`config.mk`:
```
export PLATFORM = sky130hd
export DESIGN_NAME = fcvt_w_s_pipe
export DESIGN_NICKNAME = d
export VERILOG_FILES = /design/src/rtl/fcvt_w_s_pipe.sv
export SDC_FILE = /design/constraint.sdc
export NUM_CORES = 1
export LEC_CHECK = 0
export ABC_CLOCK_PERIOD_IN_PS = 6800
export CORE_ASPECT_RATIO = 1.4
export CORE_MARGIN = 1
export CORE_UTILIZATION = 54
export CTS_BUF_LIST = sky130_fd_sc_hd__clkbuf_4
export CTS_CLUSTER_DIAMETER = 40
export DETAILED_ROUTE_END_ITERATION = 10
export GPL_ROUTABILITY_DRIVEN = 0
export GPL_TIMING_DRIVEN = 0
export PLACE_DENSITY = 0.78
export SLEW_MARGIN = 40
export SYNTH_ARGS = -nofsm -noshare
export SYNTH_HDL_FRONTEND = slang
export SYNTH_SLANG_ARGS = --single-unit
```
`constraint.sdc`:
```
create_clock -name clk -period 6.8 [get_ports clk]
set_input_delay 0.68 -clock clk [delete_from_list [all_inputs] [get_ports clk]]
set_output_delay 0.68 -clock clk [all_outputs]
set_load 0.01 [all_outputs]
```
`src/rtl/fcvt_w_s_pipe.sv`:
```
// Two-stage binary32 -> signed int32 converter (FCVT.W.S) with all static rounding
// modes, saturating results and NV/NX flags. A global stall freezes both stages.
module fcvt_w_s_pipe (
    input  logic        clk,
    input  logic        rstn,
    input  logic [31:0] x,
    input  logic [2:0]  rm,
    input  logic        in_valid,
    input  logic        stall,
    output logic [31:0] y,
    output logic        out_valid,
    output logic        nv,
    output logic        nx
);

    logic        w_s;
    logic [7:0]  w_e;
    logic [22:0] w_f;
    logic        w_nan, w_inf, w_zero, w_den, w_ovf, w_left;
    logic [4:0]  w_sh;

    logic        r1_valid, r1_s, r1_nan, r1_inf, r1_zero, r1_den, r1_ovf, r1_left;
    logic [2:0]  r1_rm;
    logic [23:0] r1_sig;
    logic [4:0]  r1_sh;

    assign w_s    = x[31];
    assign w_e    = x[30:23];
    assign w_f    = x[22:0];
    assign w_nan  = (&w_e) & (|w_f);
    assign w_inf  = (&w_e) & ~(|w_f);
    assign w_zero = ~(|w_e) & ~(|w_f);
    assign w_den  = ~(|w_e) & (|w_f);
    // -2^31 is the one value with e >= 158 that still fits.
    assign w_ovf  = (w_e >= 8'd158) & (x != 32'hCF00_0000);
    assign w_left = (w_e >= 8'd150);

    always_comb begin
        w_sh = 5'd0;
        if (w_left)
            w_sh = 5'(w_e - 8'd150);
        else if (w_e < 8'd120)
            w_sh = 5'd31;
        else
            w_sh = 5'(8'd150 - w_e);
    end

    always_ff @(posedge clk or negedge rstn) begin
        if (!rstn) begin
            r1_valid <= 1'b0;
            r1_s     <= 1'b0;
            r1_rm    <= 3'd0;
            r1_sig   <= 24'd0;
            r1_nan   <= 1'b0;
            r1_inf   <= 1'b0;
            r1_zero  <= 1'b0;
            r1_den   <= 1'b0;
            r1_ovf   <= 1'b0;
            r1_left  <= 1'b0;
            r1_sh    <= 5'd0;
        end else if (!stall) begin
            r1_valid <= in_valid;
            r1_s     <= w_s;
            r1_rm    <= rm;
            r1_sig   <= {1'b1, w_f};
            r1_nan   <= w_nan;
            r1_inf   <= w_inf;
            r1_zero  <= w_zero;
            r1_den   <= w_den;
            r1_ovf   <= w_ovf;
            r1_left  <= w_left;
            r1_sh    <= w_sh;
        end
    end

    logic [55:0] w_ext;
    logic [32:0] w_mag, w_r;
    logic        w_guard, w_sticky, w_inc, w_in_range;
    logic [31:0] w_y;
    logic        w_nv, w_nx;

    // Significand sits above 32 zero bits so guard/sticky fall out of the same shift.
    assign w_ext = {r1_sig, 32'd0} >> r1_sh;

    always_comb begin
        w_mag    = 33'd0;
        w_guard  = 1'b0;
        w_sticky = 1'b0;
        if (r1_den) begin
            w_sticky = 1'b1;
        end else if (r1_left) begin
            w_mag = {9'd0, r1_sig} << r1_sh;
        end else begin
            w_mag    = {9'd0, w_ext[55:32]};
            w_guard  = w_ext[31];
            w_sticky = |w_ext[30:0];
        end
    end

    always_comb begin
        case (r1_rm)
            3'd1:    w_inc = 1'b0;
            3'd2:    w_inc = r1_s & (w_guard | w_sticky);
            3'd3:    w_inc = ~r1_s & (w_guard | w_sticky);
            3'd4:    w_inc = w_guard;
            default: w_inc = w_guard & (w_sticky | w_mag[0]);
        endcase
    end

    assign w_r        = w_mag + {32'd0, w_inc};
    assign w_in_range = r1_s ? (w_r <= 33'h0_8000_0000) : (w_r <= 33'h0_7FFF_FFFF);

    always_comb begin
        w_y  = 32'd0;
        w_nv = 1'b0;
        w_nx = 1'b0;
        if (r1_nan) begin
            w_y  = 32'h7FFF_FFFF;
            w_nv = 1'b1;
        end else if (r1_inf || r1_ovf || !w_in_range) begin
            w_y  = r1_s ? 32'h8000_0000 : 32'h7FFF_FFFF;
            w_nv = 1'b1;
        end else if (!r1_zero) begin
            w_y  = r1_s ? (32'd0 - w_r[31:0]) : w_r[31:0];
            w_nx = w_guard | w_sticky;
        end
    end

    always_ff @(posedge clk or negedge rstn) begin
        if (!rstn) begin
            out_valid <= 1'b0;
            y         <= 32'd0;
            nv        <= 1'b0;
            nx        <= 1'b0;
        end else if (!stall) begin
            out_valid <= r1_valid;
            if (r1_valid) begin
                y  <= w_y;
                nv <= w_nv;
                nx <= w_nx;
            end
        end
    end

endmodule

```
* After elaboration in Yosys (flattened, before gate mapping)
Cells that the tools add are included.
Operators by class: reduce and logical (&&, ||, !) cells 8, bitwise operators 14, add/sub/neg operators 4, $lt $le $gt $ge 5, mux-type cells 20, shift operators 2, eq/ne operators 5
Operators with widths (number):
- $mux W32 | 5
- $mux W33 | 2
- $shr A56 B5 Y56 | 1
- $add A33 B1 Y33 | 1
- $le A33 B31 Y1 const B | 1
- $le A33 B32 Y1 const B | 1
- $shl A24 B5 Y33 | 1
- $ne A32 B32 Y1 const B | 1
- $sub A1 B32 Y32 const A | 1
- $reduce_or A31 Y1 | 1
- $reduce_or A23 Y1 | 1
- $ge A8 B8 Y1 const B | 2
- $mux W1 | 10
- $mux W5 | 2
- $and A1 B1 Y1 | 8
- $lt A8 B7 Y1 const B | 1
- $reduce_and A8 Y1 | 1
- $reduce_or A8 Y1 | 1
- $eq A3 B2 Y1 const B | 2
- $sub A5 B5 Y5 const A | 1
- $sub A5 B5 Y5 const B | 1
- $not A1 Y1 | 4
- $pmux W1 S4 | 1
- $eq A3 B1 Y1 const B | 1
- 5 further kinds | 7
Word-level totals: flip-flop bits (word level) 75, input port bits 39

* Logic depth before layout (Yosys ltp)
Gate-level depths: netlist of run 1.
depth in word-level cells 14, mapped depth 31

* Worst setup path before layout of run 1
OpenSTA, ideal clock, no wires.
path type register to register, start point register r1_sh[1], end point register y[18], slack 0.383 ns, stages on the path, launching flop included 31, buffers on the path 7, setup time 0.087 ns, data arrival time 6.330 ns, clock period less this slack 6.417 ns, required time 6.713 ns, cells stage by stage dfrtp_1 buf_2 buf_2 buf_2 buf_1 clkbuf_1 a211oi_1 a211oi_1 a21oi_1 a21oi_1 nor2_1 nor3_1 a21oi_1 nor2_1 nor2_1 a2bb2oi_1 nor2_1 ha_1 ha_1 inv_1 a41o_1 nor4_4 nand3_4 or4_1 xor2_1 nand4b_4 o41a_1 or4_4 buf_6 buf_6 o22ai_2
On the way: longest elaborated chain between the ends 14
RTL lines:
- start: declaration | RTL line 25 | logic [4:0] r1_sh;
- start signal: assignment | RTL line 72 | r1_sh <= w_sh;
- $shr A56 B5 Y56 | RTL line 83 | assign w_ext = {r1_sig, 32'd0} >> r1_sh;
- $reduce_or A31 Y1 | RTL line 96 | w_sticky = |w_ext[30:0];
- $mux W1 | RTL line 91 | end else if (r1_left) begin
- $mux W1 | RTL line 89 | if (r1_den) begin
- $or A1 B1 Y1 (on tied branches) | RTL line 106, 103, 104
- $and A1 B1 Y1 (on tied branches) | RTL line 106, 103, 104
- $pmux W1 S4 | RTL line 101 | case (r1_rm)
- $add A33 B1 Y33 * | RTL line 110 | assign w_r = w_mag + {32'd0, w_inc};
- $le A33 B31 Y1 or $le A33 B32 Y1 (tied branches) | RTL line 111 | assign w_in_range = r1_s ? (w_r <= 33'h0_8000_0000) : (w_r <= 33'h0_7FFF_FFFF);
- $mux W1 | RTL line 111
- $logic_not A1 Y1 | RTL line 120 | end else if (r1_inf || r1_ovf || !w_in_range) begin
- $logic_or A1 B1 Y1 | RTL line 120
- $mux W32 * | RTL line 120
- $mux W32 * | RTL line 117 | if (r1_nan) begin
- end signal: assignment | RTL line 138 | y <= w_y;
- end: declaration | RTL line 10 | output logic [31:0] y,
Every way passes the cells marked *; elsewhere a longest branch is shown, timed or not. A chain may end at the register's enable or synchronous reset.

* Worst setup path in the final report of run 1
start point register r1_sh[1], end point register y[17]
Same word-level chain as after synthesis.

==> metrics, run 1 <==
Post-layout nets=1,095; Final Slew Violations=0; worst-case clock skew=0.0283 ns; largest stage delay on the critical path=0.65 ns; number of levels in the clock H-tree=3; fraction of layout instances using a drive strength above 1=0.246; fin crit period=6.69 ns; run status=finished with violations; final hold violation count=0; final setup violation count=0; violated checks=design-rule violations; kind of critical path=reg -> reg; highest attainable clock frequency=150 MHz; Compound-Gate Fraction of Synth Area=0.204; static leakage power=3.85 nW; EDFF count, synth=0; proportion of synthesized chip area in sequential cells=0.222; clock tree from TritonCTS=built; number of synthesized register bits=75; Least-Margin Pin Slew=0.969 ns; cell type with the largest total area after synthesis=sky130_fd_sc_hd__dfrtp_1; most common flop cell mapped by yosys=sky130_fd_sc_hd__dfrtp_1; routed wire length=28.8 mm; GRT Util Overall=0.378; Clk Tree Root Cell=sky130_fd_sc_hd__clkbuf_4; largest fanout on the critical path=10; areal power density over the cells=238 nW/um2; clock latency of the later-clocked register in the worst-skew pair=0.51 ns; area of the core=15,200 um2; mean area per synthesized cell=9.01 um2; Critical Path Start Type=flop; routed len/inst=23.2 um; global-route wire length before repair=45.8 mm; async set-reset flop share out of synthesis=1.00; number of DRC markers after the initial detailed-route iteration=1,352; cells after synthesis=940; area of the die=16,200 um2; Arr. time, crit path=7.09 ns; simple-gate portion of the synthesized area=0.197; antenna-violating nets left=0; number of global-route vias before repair=8,406; most frequent cells in the layout=sky130_fd_sc_hd__nor2_1, sky130_fd_sc_hd__nand2_1, sky130_fd_sc_hd__dfrtp_1; number of buffers on the longest clock path=2; pin count of the biggest net entering global routing=54; Synth Cell Area=8470 um2; category of the worst setup path capture point=flop; Tightest Hold Check Type=reg -> reg; largest cells by area after synthesis=sky130_fd_sc_hd__dfrtp_1, sky130_fd_sc_hd__mux4_2, sky130_fd_sc_hd__mux2_2, sky130_fd_sc_hd__mux2i_1, sky130_fd_sc_hd__nor2_1; relative slew slack=0.353; Post-Route Hold Slack=0.496 ns; buffers and inverters on the worst path=5; number of maximum-capacitance violations=0; count of unresolved DRC violations after routing=123; cell family with most CP delay=simple AND/OR/NAND/NOR gates; proportion of synthesized area in mux cells=0.249; number of buffer cells added on primary ports=69; pre-CTS setup slack=-1.40 ns; parity-gate share of the synthesized area counting xor and xnor cells=0.0548; count of placed standard cells including taps=1,202; Synth Warn #=0; effective utilization at floorplan=0.558; most frequent standard cell in the layout excluding fill and tap cells=sky130_fd_sc_hd__nor2_1; vias per cell=7.06; Vert. Die Dim=150 um; HPWL reported at the end of detailed placement=21.3 mm; adder-cell share of the synthesized area=0.0133; non-filler cells, final=1,245; Std-Cell Rows=53; Clock transition at path regs=0.14 ns; data required time at the worst endpoint=7.20 ns; Util after Layout=0.665; total via count in the routed design=8,785; largest family of logic cells by synthesized area=multiplexers; post-synthesis cell type count=84; share of the clock period used by the worst path=0.983; CP max stage cell=sky130_fd_sc_hd__or4_4; fraction of post-synthesis cell area in the top cell type by area=0.222; clock sink count=75; final worst slack=0.114 ns; number of iterations in the first detailed-routing pass=11; area added between synthesis and finish=19.2%; Post-Synthesis Net Count=988; die span in x=108 um; maximum ir drop on the vdd rail=0.143 mV; number of I/O pins=74; antenna violations before repair=1; aggregate global routing overflow=0; clock buffer count from CTS=9
final timing paths:
check / to / slack [ns] / start / depth (start not counted)
max in group asynchronous: y[10] / 5.67 / rstn / 3
min reg2reg: r1_inf / 0.50 / r1_inf / 2
min: r1_inf / 0.50 / r1_inf / 2
min in group asynchronous: r1_sh[1] / 0.57 / rstn / 2
max reg2reg: y[17] / 0.11 / r1_sh[1] / 28
max: y[17] / 0.11 / r1_sh[1] / 28
synthesized netlist by cell type, types with 6 or more instances:
cell type	instances
sky130_fd_sc_hd__nor2_1	91
sky130_fd_sc_hd__nand2_1	82
sky130_fd_sc_hd__dfrtp_1	75
sky130_fd_sc_hd__mux2_2	52
sky130_fd_sc_hd__mux4_2	48
sky130_fd_sc_hd__clkbuf_1	46
sky130_fd_sc_hd__mux2i_1	44
sky130_fd_sc_hd__o21ai_0	42
sky130_fd_sc_hd__a21oi_1	36
sky130_fd_sc_hd__nor3_1	31
sky130_fd_sc_hd__xnor2_1	27
sky130_fd_sc_hd__xor2_1	26
sky130_fd_sc_hd__nand3_1	24
sky130_fd_sc_hd__o22ai_1	21
sky130_fd_sc_hd__o22ai_2	21
sky130_fd_sc_hd__inv_1	19
sky130_fd_sc_hd__o31ai_1	19
sky130_fd_sc_hd__nor4_1	15
sky130_fd_sc_hd__nand4_1	14
sky130_fd_sc_hd__nor2b_1	13
sky130_fd_sc_hd__a211oi_1	12
sky130_fd_sc_hd__buf_2	12
sky130_fd_sc_hd__nand2b_1	11
sky130_fd_sc_hd__buf_1	9
sky130_fd_sc_hd__ha_1	9
sky130_fd_sc_hd__o211ai_1	7
sky130_fd_sc_hd__a31oi_1	6
sky130_fd_sc_hd__buf_6	6
sky130_fd_sc_hd__o41ai_1	6
sky130_fd_sc_hd__or2_2	6
sky130_fd_sc_hd__or3_1	6
power by group:
part | internal, mW | leakage (nW) | switching (mW)
Clock | 0.113 | 0.0706 | 0.186
Sequential | 0.532 | 0.866 | 0.0618
Combinational | 0.664 | 2.91 | 0.842
metrics by stage:
stage / setup TNS [ns] / power [mW] / instance area, um2
floorplan: 0 / 1.52 / 8470
global placement: -41.67 / 1.93 / 9400
detailed placement: -45.05 / 1.95 / 9460
CTS: 0 / 2.27 / 9720
global route: -1.74 / 2.53 / 10100
finish: 0 / 2.40 / 10100
worst reg2reg max path, delay by kind of cell, from the launching register on:
| kind | cells | cell delay [ns] |
|---|---|---|
| AOI/OAI and AO/OA | 8 | 1.73 |
| adders and majority gates | 2 | 0.39 |
| DFF | 1 | 0.40 |
| and+or+nand+nor | 13 | 3.08 |
| buffers and inverters | 5 | 0.96 |
metal layers:
| layer | wire, um | up-vias | track usage |
|---|---|---|---|
| met3 | 3000 | 240 | 0.118 |
| li1 | - | 3794 | - |
| met1 | 9820 | 4088 | 0.422 |
| met4 | 2660 | 0 | 0.287 |
| met5 | 0 | - | 0.00325 |
| met2 | 13400 | 663 | 0.600 |
layout make-up:
| type | instances | area, um2 |
|---|---|---|
| antenna | 1 | 2.50 |
| buffer | 71 | 470 |
| clock buffer | 9 | 67.6 |
| clock inverter | 7 | 75.1 |
| fill | 1239 | 5090 |
| inverter | 20 | 81.3 |
| multi-input combinational | 765 | 6280 |
| sequential | 75 | 1880 |
| tap | 192 | 240 |
| timing repair buffer | 105 | 1000 |
flip-flops by register name, indices dropped and copies added (netlist names):
register / count
out_valid: 1
r1_sig: 24
r1_nan: 1
r1_inf: 1
r1_valid: 1
r1_zero: 1
r1_sh: 5
nv: 1
r1_left: 1
r1_den: 1
r1_rm: 3
y: 32
r1_ovf: 1
r1_s: 1
nx: 1
timing repair:
item,4_1_cts,5_1_grt
resized for setup,33,40
hold endpoints to repair,3,0
setup buffers,6,27
pin swaps,7,20
gates cloned,0,1
setup endpoints to repair,34,34
hold buffers,1,0
logic make-up after synthesis:
kind of cell	Yosys count
and+or+nand+nor	328
DFF	75
xor gates and xnor gates	53
buffers and inverters	100
AOI/OAI and AO/OA	231
muxes	144
adders and majority gates	9
Note: power is estimated with default switching activity, not from simulation.
==> inputs of run 2 (changes only) <==
--- a/config.mk
+++ b/config.mk
@@ -15,7 +15,6 @@
 export GPL_ROUTABILITY_DRIVEN = 0
 export GPL_TIMING_DRIVEN = 0
 export PLACE_DENSITY = 0.78
-export SLEW_MARGIN = 40
 export SYNTH_ARGS = -nofsm -noshare
 export SYNTH_HDL_FRONTEND = slang
 export SYNTH_SLANG_ARGS = --single-unit
==> run 2 against run 1 <==
The flow still finishes with violations (design-rule violations); critical path depth down 1; register-to-register slack better by 0.04 ns; final area down 0.90%; count of clock-buffer cells in the layout unchanged; non-clock buffer count down 6; cell count down 0.48%; via count down 0.55%; first-iteration DRC count down 7.5%; highest routed layer unchanged.
==> metrics, run 2 (synthesized netlist as in run 1, its figures left out) <==
worst-case clock skew=0.0260 ns (-0.00226 ns); area added between synthesis and finish=18.1%; Sw Ratio=0.446 (-0.00764); fin crit period=6.65 ns (-0.0394 ns); pin count of the biggest net entering global routing=74 (+37%); data required time at the worst endpoint=7.20 ns (about the same); Tightest Hold Check Type=in -> async; total via count in the routed design=8,737 (-0.55%); Arr. time, crit path=7.05 ns (-0.04 ns); category of the worst setup path capture point=flop; most frequent standard cell in the layout excluding fill and tap cells=sky130_fd_sc_hd__nor2_1; clock sink count=75 (unchanged); vias per cell=7.05 (about the same); Vert. Die Dim=150 um (unchanged); clock tree from TritonCTS=built; relative slew slack=0.139 (-0.214); aggregate global routing overflow=0 (unchanged); routed wire length=28.9 mm (+0.39%); Clk Tree Root Cell=sky130_fd_sc_hd__clkbuf_4; filler instances=1,270 (+2.5%); highest attainable clock frequency=150 MHz (+0.59%); count of placed standard cells including taps=1,202 (unchanged); number of I/O pins=74 (unchanged); CP max stage cell=sky130_fd_sc_hd__mux4_2; Non-Filler Cell Area, Final=10,000 um2 (-0.90%); uppermost layer routed=met4; number of buffers on the longest clock path=2 (unchanged); placed standard-cell area=9430 um2 (-0.28%); HPWL reported at the end of detailed placement=21.1 mm (-0.96%); number of buffer cells added on primary ports=69 (unchanged); number of iterations in the first detailed-routing pass=11 (unchanged); largest stage delay on the critical path=0.55 ns (-0.10 ns); antenna violations before repair=1 (unchanged); global-route wire length before repair=45.5 mm (-0.53%); number of maximum-capacitance violations=0 (unchanged); CP dominant cell by count=sky130_fd_sc_hd__buf_6; final hold violation count=0 (unchanged); clock group share of total power=0.138 (+0.013); violated checks=design-rule violations; met1 wire length=9.77 mm (-0.50%); Critical Path Start Type=flop; clock buffer count from CTS=9 (unchanged); register containing the most flip-flops in the final layout=y; static leakage power=3.81 nW (-1.0%); largest fanout on the critical path=10 (unchanged); combinational share of power=0.618 (-0.010); maximum ir drop on the vdd rail=0.203 mV (+42%); number of flip-flops in the largest register=32 (unchanged); area of the die=16,200 um2 (unchanged); number of levels in the clock H-tree=3 (unchanged); count of unresolved DRC violations after routing=2 (-98%); antenna-violating nets left=0 (unchanged); depth of the worst register-to-register path=27 (-3.6%); number of DRC markers after the initial detailed-route iteration=1,251 (-7.5%); effective utilization at floorplan=0.558 (unchanged); Net Switching=1.09 mW (about the same); routed len/inst=23.4 um (+0.87%); Final Slew Violations=0 (unchanged); areal power density over the cells=244 nW/um2 (+2.5%); Post-Route Hold Slack=0.487 ns (-0.00914 ns); Post-layout nets=1,089 (-0.55%); Clock transition at path regs=0.14 ns (about the same); clock latency of the later-clocked register in the worst-skew pair=0.50 ns (about the same); Met3 Wirelength=3.13 mm (+4.5%); Pint=1.35 mW (+3.0%); number of global-route vias before repair=8,442 (+0.43%); Least-Margin Pin Slew=1.28 ns (+0.314 ns); most frequent cells in the layout=sky130_fd_sc_hd__nor2_1, sky130_fd_sc_hd__nand2_1, sky130_fd_sc_hd__dfrtp_1; Std-Cell Rows=53 (unchanged); non-filler cells, final=1,239 (-0.48%); final setup violation count=0 (unchanged); top flop regs=y (32), r1_sig (24), r1_sh (5); kind of critical path=reg -> reg; GRT Util Overall=0.374 (-0.00404); sequential share of power=0.243 (-0.005); fraction of layout instances using a drive strength above 1=0.233 (-0.0129); run status=finished with violations; share of the clock period used by the worst path=0.977 (-0.00580); TNS Setup=0 ns (unchanged); area of the core=15,200 um2 (unchanged); die span in x=108 um (unchanged); met2 layer wire length in the routed design=13.4 mm (+0.37%)
run 2: area by class of cell:
| type | instances | area [um2] | area share |
|---|---|---|---|
| Antenna cell | 1 | 2.50 | 0.000250 |
| Buffer | 73 | 483 | 0.0483 |
| Clock buffer | 9 | 67.6 | 0.00675 |
| Clock inverter | 7 | 97.6 | 0.00975 |
| Inverter | 20 | 77.6 | 0.00775 |
| Multi-Input combinational cell | 765 | 6240 | 0.624 |
| Sequential cell | 75 | 1880 | 0.188 |
| Tap cell | 192 | 240 | 0.0240 |
| Timing Repair Buffer | 97 | 921 | 0.0920 |
run 2: worst paths after layout:
path | startpoint | end | slack, ns
worst max-delay path | r1_sh[0] | y[18] | 0.15
worst min-delay path | rstn | r1_sh[1] | 0.49
worst max register to register | r1_sh[0] | y[18] | 0.15
worst min register to register | r1_inf | r1_inf | 0.50
max in group asynchronous | rstn | y[11] | 5.74
min in group clk | r1_inf | r1_inf | 0.50
run 2: routing by layer:
| metal | GRT usage | vias to the layer above |
|---|---|---|
| met2 | 0.592 | 664 |
| met5 | 0.00974 | - |
| li1 | - | 3789 |
| met1 | 0.408 | 4028 |
| met3 | 0.120 | 256 |
| met4 | 0.302 | 0 |
run 2: power by group through the flow:
stage               combinational [mW]  sequential [mW]  clock [mW]
finish                            1.51            0.593       0.337
global route                      1.60            0.604       0.353
CTS                               1.38            0.594       0.341
detailed placement                1.35            0.602           0
global placement                  1.33            0.596           0
floorplan                        0.895            0.623           0
run 2: metrics by stage:
stage	setup WS [ns]	total power, mW	util
after floorplan	0.383	1.52	-
after CTS	0.00625	2.31	0.641
after global routing	-0.0386	2.56	0.659
final	0.154	2.44	0.659
after detailed placement	-1.38	1.95	0.621
after global placement	-1.27	1.93	0.619
run 2: what timing repair did:
item	4_1_cts	5_1_grt
buffers inserted	7	19
hold buffers	1	0
gates cloned	0	0
gates resized for setup	34	34
pin swaps	7	20
setup endpoints to repair	34	34
endpoints found under the hold margin	2	0
run 2: critical path: cells and delay by family (launching register included):
kind | cells | cell delay, ns
AOI/OAI and AO/OA | 9 | 2.19
adders and majority gates | 2 | 0.33
buffers and inverters | 9 | 1.38
DFF | 1 | 0.40
muxes | 2 | 0.67
and+or+nand+nor | 5 | 1.53
